--- src/rtl/pipe_stage_elastic.sv ---
// ---------------------------------------------------------------------------
// pipe_stage_elastic
//   Elastic pipeline register between two CPU pipeline stages. It carries a
//   payload, control bits and an exception code across a valid/ready
//   handshake. A 2-entry skid buffer (output slot + skid slot) sustains one
//   transfer per cycle while in_ready stays fully registered.
//
// Ports
//   CLK          rising-edge clock
//   reset        asynchronous active-high reset; clears every register
//   flush        synchronous kill of both slots; wins over all other events
//   in_valid     upstream offers an entry
//   in_ready     stage can accept (low only while the skid slot is occupied)
//   in_data      payload in
//   in_ctrl      control bits in
//   in_exc       exception code in (0 = none)
//   out_valid    output slot holds an entry
//   out_ready    downstream accepts the output slot
//   out_data     payload of the output slot
//   out_ctrl     control bits of the output slot (0 when empty)
//   out_exc      exception code of the output slot (0 when empty)
//   exc_pending  some occupied slot carries a non-zero exception code
//   cnt_clr      synchronous clear of stall_cnt (beats increment)
//   stall_cnt    saturating count of cycles with out_valid & ~out_ready
// ---------------------------------------------------------------------------
module pipe_stage_elastic #(
  parameter int DATA_W = 32,
  parameter int CTRL_W = 8,
  parameter int EXC_W  = 5,
  parameter int CNT_W  = 16
) (
  input  logic              CLK,
  input  logic              reset,
  input  logic              flush,
  input  logic              in_valid,
  output logic              in_ready,
  input  logic [DATA_W-1:0] in_data,
  input  logic [CTRL_W-1:0] in_ctrl,
  input  logic [EXC_W-1:0]  in_exc,
  output logic              out_valid,
  input  logic              out_ready,
  output logic [DATA_W-1:0] out_data,
  output logic [CTRL_W-1:0] out_ctrl,
  output logic [EXC_W-1:0]  out_exc,
  output logic              exc_pending,
  input  logic              cnt_clr,
  output logic [CNT_W-1:0]  stall_cnt
);

  // Counter increment that sticks at all-ones instead of wrapping.
  function automatic logic [CNT_W-1:0] sat_inc(input logic [CNT_W-1:0] v);
    if (&v) return v;
    return v + {{(CNT_W-1){1'b0}}, 1'b1};
  endfunction

  logic              skid_valid;
  logic [DATA_W-1:0] skid_data;
  logic [CTRL_W-1:0] skid_ctrl;
  logic [EXC_W-1:0]  skid_exc;

  logic              out_valid_nxt, skid_valid_nxt;
  logic [DATA_W-1:0] out_data_nxt, skid_data_nxt;
  logic [CTRL_W-1:0] out_ctrl_nxt, skid_ctrl_nxt;
  logic [EXC_W-1:0]  out_exc_nxt, skid_exc_nxt;
  logic              exc_pending_nxt;
  logic [CNT_W-1:0]  stall_cnt_nxt;

  logic acc, con;

  // in_ready is the inverse of a flop, so it carries no combinational path
  // from out_ready back upstream.
  assign in_ready = ~skid_valid;
  assign acc      = in_valid & in_ready;
  assign con      = out_valid & out_ready;

  always_comb begin
    out_valid_nxt  = out_valid;
    out_data_nxt   = out_data;
    out_ctrl_nxt   = out_ctrl;
    out_exc_nxt    = out_exc;
    skid_valid_nxt = skid_valid;
    skid_data_nxt  = skid_data;
    skid_ctrl_nxt  = skid_ctrl;
    skid_exc_nxt   = skid_exc;

    if (flush) begin
      // Data is left alone; only the fields consumers act on are cleared.
      out_valid_nxt  = 1'b0;
      out_ctrl_nxt   = '0;
      out_exc_nxt    = '0;
      skid_valid_nxt = 1'b0;
      skid_ctrl_nxt  = '0;
      skid_exc_nxt   = '0;
    end else if (!out_valid || con) begin
      if (skid_valid) begin
        // Older skid entry advances first to keep FIFO order.
        out_valid_nxt = 1'b1;
        out_data_nxt  = skid_data;
        out_ctrl_nxt  = skid_ctrl;
        out_exc_nxt   = skid_exc;
        if (acc) begin
          skid_data_nxt = in_data;
          skid_ctrl_nxt = in_ctrl;
          skid_exc_nxt  = in_exc;
        end else begin
          skid_valid_nxt = 1'b0;
          skid_ctrl_nxt  = '0;
          skid_exc_nxt   = '0;
        end
      end else if (acc) begin
        out_valid_nxt = 1'b1;
        out_data_nxt  = in_data;
        out_ctrl_nxt  = in_ctrl;
        out_exc_nxt   = in_exc;
      end else begin
        out_valid_nxt = 1'b0;
        out_ctrl_nxt  = '0;
        out_exc_nxt   = '0;
      end
    end else if (acc) begin
      // Output slot stalled: acc implies the skid slot is free.
      skid_valid_nxt = 1'b1;
      skid_data_nxt  = in_data;
      skid_ctrl_nxt  = in_ctrl;
      skid_exc_nxt   = in_exc;
    end

    exc_pending_nxt = (out_valid_nxt & (|out_exc_nxt)) |
                      (skid_valid_nxt & (|skid_exc_nxt));

    stall_cnt_nxt = stall_cnt;
    if (cnt_clr)
      stall_cnt_nxt = '0;
    else if (out_valid && !out_ready)
      stall_cnt_nxt = sat_inc(stall_cnt);
  end

  // ---- stage boundary: input side -> output/skid registers ----
  always_ff @(posedge CLK or posedge reset) begin
    if (reset) begin
      out_valid   <= 1'b0;
      out_data    <= '0;
      out_ctrl    <= '0;
      out_exc     <= '0;
      skid_valid  <= 1'b0;
      skid_data   <= '0;
      skid_ctrl   <= '0;
      skid_exc    <= '0;
      exc_pending <= 1'b0;
      stall_cnt   <= '0;
    end else begin
      out_valid   <= out_valid_nxt;
      out_data    <= out_data_nxt;
      out_ctrl    <= out_ctrl_nxt;
      out_exc     <= out_exc_nxt;
      skid_valid  <= skid_valid_nxt;
      skid_data   <= skid_data_nxt;
      skid_ctrl   <= skid_ctrl_nxt;
      skid_exc    <= skid_exc_nxt;
      exc_pending <= exc_pending_nxt;
      stall_cnt   <= stall_cnt_nxt;
    end
  end

endmodule

--- config.mk ---
export PLATFORM = sky130hd
export DESIGN_NAME = pipe_stage_elastic
export DESIGN_NICKNAME = d
export VERILOG_FILES = /design/src/rtl/pipe_stage_elastic.sv
export SDC_FILE = /design/constraint.sdc
export NUM_CORES = 1
export LEC_CHECK = 0
export CORE_ASPECT_RATIO = 0.6
export CORE_MARGIN = 8
export CORE_UTILIZATION = 45
export CTS_BUF_LIST = sky130_fd_sc_hd__clkbuf_16
export CTS_CLUSTER_DIAMETER = 40
export DETAILED_ROUTE_END_ITERATION = 10
export GPL_ROUTABILITY_DRIVEN = 0
export HOLD_SLACK_MARGIN = 0.05
export PLACE_DENSITY_LB_ADDON = 0.3
export SLEW_MARGIN = 0
export SYNTH_ARGS = -nofsm -noshare
export SYNTH_HDL_FRONTEND = slang
export SYNTH_SLANG_ARGS = --single-unit
--- constraint.sdc ---
create_clock -name CLK -period 3.3 [get_ports CLK]
set_input_delay 0.66 -clock CLK [delete_from_list [all_inputs] [get_ports CLK]]
set_output_delay 0.66 -clock CLK [all_outputs]
set_load 0.1 [all_outputs]
==> metrics.log <==
INFO  metric status = finished, final reports clean
INFO  metric crit_path_end = exc_pending
INFO  metric power_density = 615 nW/um^2
INFO  metric postRouteAntennaNets = 0
INFO  metric place_worst_setup_slack = 594 ps
INFO  metric maximum_number_of_pins_on_one_net_before_global_route_repair = 110
INFO  metric syn_area = 4810 um^2
INFO  metric worst-path-stages = 6
INFO  metric total_leakage_power = 0.00272 uW
INFO  metric antenna_found_initial = 0
INFO  metric cp_slowest_stage_delay = 790 ps
INFO  metric io_buffer_count = 114
INFO  metric crit_chain = clkdlybuf4s50_1 -> nor2b_1 -> a221o_1 -> inv_1 -> a311oi_1 -> a311o_1
INFO  metric timing.final.ws_setup = 853 ps
INFO  metric clockRootBuffer = sky130_fd_sc_hd__clkbuf_16
INFO  metric drt-wirelength-per-cell = 17.3 um
INFO  metric post-cts-setup-buffers = 0
INFO  metric cts-hold-fix-buffers = 0
INFO  metric place.detailed.hpwl = 7.85 mm
INFO  metric cts_tree = built
INFO  metric syn-instance-count = 408
INFO  metric setup.worst_path.end_class = flop
INFO  metric slew_violations = 0
INFO  metric critical_path.n_buffers_inverters = 2
INFO  metric worst_setup_hold_path_clk_slew = 70 ps
INFO  metric drive_gt1_frac = 0.198
INFO  metric fp.dieArea = 14400 um^2
INFO  metric grt_pass1_wl = 18.5 mm
INFO  metric nNetsFinal = 566
INFO  metric critical_path.reg2reg.endpoint = exc_pending
INFO  metric cts_num_sinks = 109
INFO  metric crit_path_start = in_valid
INFO  metric critical_path_required = 3580 ps
INFO  metric finalClockSkew = 7.39 ps
INFO  metric n_antenna_cell = 0
INFO  metric top_level_ports = 115
INFO  metric yosys-top-cells-area = sky130_fd_sc_hd__dfrtp_1 57%, sky130_fd_sc_hd__mux2_1 7.5%, sky130_fd_sc_hd__mux2i_1 7.3%
INFO  metric drcViolationCount = 0
INFO  metric critPathLaunchType = primary input
INFO  metric ys_ff_latch = 109
INFO  metric syn-num-nets = 460
INFO  metric hold_violations = 0
INFO  metric min_path_type = flop to flop
INFO  metric rsz0062_at_grt = false
INFO  metric tightestPinTransition = 978 ps
INFO  metric ff2ff_path_depth = 5
INFO  metric drt_wl_total = 11.4 mm
INFO  metric crit_family = simple AND/OR/NAND/NOR gates
INFO  metric rows = 29
INFO  metric timing.max_slew.rel_slack = 0.347
INFO  metric grt.total_usage = 0.162
INFO  metric drtPass1Iterations = 5
INFO  metric route.vias.total = 3581
INFO  metric fmax = 0.409 GHz
INFO  metric cts_made_buffers = 9
INFO  metric final_period_minus_worst_setup_slack = 2450 ps
INFO  metric library_cell_with_the_largest_summed_area_after_synthesis = sky130_fd_sc_hd__dfrtp_1
INFO  metric drt-vias-per-instance = 5.44
INFO  metric report.final.setup_viol = 0
INFO  metric core_region_area = 10500 um^2
INFO  metric cp_max_fo = 13
INFO  metric drv.max_cap_violation_count = 0
INFO  metric vdd_drop_max = 382 uV
INFO  metric fin_setup_tns = 0 ps
INFO  metric grt_overflow = 0
INFO  metric crit_arrival = 2730 ps
INFO  metric clk-insertion-delay-late = 340 ps
INFO  metric die_w = 149 um
INFO  metric slowest_stage = sky130_fd_sc_hd__nor2b_1
INFO  metric htreeDepth = 3
INFO  metric die_h = 96.1 um
INFO  metric synth.yosys.seq_area_share = 0.567
INFO  metric total_power_consumption = 3840 uW
INFO  metric criticalPathCategory = primary input to flop
INFO  metric async_reset_ff_frac = 1.00
INFO  metric synth_ff_type = sky130_fd_sc_hd__dfrtp_1
INFO  metric cts-resized-gates = 0
INFO  metric synth_cell_types = 45
INFO  metric drtIter0Drc = 160
INFO  metric worst_hold_slack = 486 ps
INFO  metric worst_r2r_startpoint = skid_valid
INFO  metric finalNonFillerCells = 658
INFO  metric dpl.cell_count = 642
INFO  metric synth_edf_count = 0
INFO  metric clockBufferDepth = 2
INFO  metric number_of_warning_messages_in_the_yosys_log = 0
INFO  metric number_of_global_route_vias_before_repair = 3533
INFO  metric synth_area_per_cell = 11.8 um^2
INFO  metric post-route-period-util = 0.742
INFO  metric number_of_fill_cells_in_the_layout = 877
INFO  metric reg2reg_slack = 980 ps
INFO  metric starting_density_of_the_core = 0.458
INFO  metric netlist.area_leader.share = 0.567
INFO  metric area_growth_syn_to_layout = 29.9%
cell type report:
| cell class | count | area [um^2] | share of cell area |
|---|---|---|---|
| flip-flops and latches | 109 | 2730 | 0.437 |
| multi-input cells | 268 | 1930 | 0.310 |
| repair buffers | 122 | 1070 | 0.171 |
| clock buffers | 9 | 225 | 0.0361 |
| well taps | 139 | 174 | 0.0279 |
| clock inverters | 7 | 97.6 | 0.0156 |
| inverters | 4 | 18.8 | 0.00301 |
worst register-to-register path, stage by stage (launching register included):
cell,delay (ps)
sky130_fd_sc_hd__dfrtp_2,630
sky130_fd_sc_hd__nor2b_1,850
sky130_fd_sc_hd__a221o_1,300
sky130_fd_sc_hd__inv_1,60
sky130_fd_sc_hd__a311oi_1,270
sky130_fd_sc_hd__a311o_1,150
how the worst min path moves through the flow:
stage | endpoint | depth (start not counted) | start | slack, ps
finish | skid_data[19] | 1 | skid_data[19] | 490
global route | skid_data[7] | 1 | skid_data[7] | 500
detailed placement | skid_data[19] | 1 | skid_data[19] | 480
CTS | skid_data[9] | 1 | skid_data[9] | 490
global placement | skid_data[15] | 1 | skid_data[15] | 470
floorplan | skid_data[10] | 1 | skid_data[10] | 460
routing by layer:
layer,vias to the layer above,global-route usage,routed length (um)
li1,1685,-,-
met5,-,0,0
met2,134,0.235,4880
met3,7,0.0606,1040
met4,0,0.0393,68
met1,1755,0.225,5390
sequential cells by signal, indices dropped and copies added (netlist names):
| signal | flops |
|---|---|
| out_ctrl | 8 |
| out_exc | 5 |
| skid_exc | 5 |
| out_valid | 1 |
| out_data | 32 |
| skid_ctrl | 8 |
| exc_pending | 1 |
| skid_data | 32 |
| skid_valid | 1 |
| stall_cnt | 16 |
Yosys cell counts, drive strengths merged (3+ instances only):
master	count
clkbuf	9
nand4	6
xor2	7
inv	4
o21ai	4
xnor2	3
a221o	4
nand3	3
and3	3
a22o	13
a221oi	9
or3	3
nor2	63
o211ai	3
dfrtp	109
nor3	16
mux2i	35
nand2	7
mux2	32
a21oi	36
buf	18
report_power, final:
group | switching (uW) | internal (uW) | total (uW)
sequential | 98.8 | 1520 | 1620
clock | 483 | 668 | 1150
combinational | 795 | 281 | 1080
cells in the final DEF, fill, tap and decap left out, types with 6 or more instances in the layout:
master                            synthesis  final
sky130_fd_sc_hd__buf_4                    1     70
sky130_fd_sc_hd__nand2_1                  6      6
sky130_fd_sc_hd__dfrtp_1                109    108
sky130_fd_sc_hd__a21oi_1                 36     36
sky130_fd_sc_hd__clkbuf_16                0      9
sky130_fd_sc_hd__nor3_1                  14     14
sky130_fd_sc_hd__xor2_1                   7      7
sky130_fd_sc_hd__nor2_1                  62     62
sky130_fd_sc_hd__clkdlybuf4s50_1          0     50
sky130_fd_sc_hd__a22o_1                  13     13
sky130_fd_sc_hd__a221oi_1                 9      9
sky130_fd_sc_hd__mux2_1                  32     32
sky130_fd_sc_hd__mux2i_1                 35     35
kinds of logic (layout without fill, tap and decap cells):
| kind of cell | Yosys count | count (layout) | synth area share |
|---|---|---|---|
| xor+xnor | 10 | 10 | 0.0182 |
| fa+ha+maj | 1 | 1 | 0.00260 |
| buf+inv | 31 | 142 | 0.0307 |
| flops | 109 | 109 | 0.567 |
| compound gates | 78 | 78 | 0.115 |
| simple gates | 112 | 112 | 0.118 |
| mux | 67 | 67 | 0.148 |
per-stage QoR:
step,util,area [um^2]
after floorplan,-,4810
after global placement,0.565,5920
after detailed placement,0.565,5920
after CTS,0.596,6240
after global routing,0.596,6240
final,0.596,6240
No activity file was read; power rests on OpenSTA's default activity.
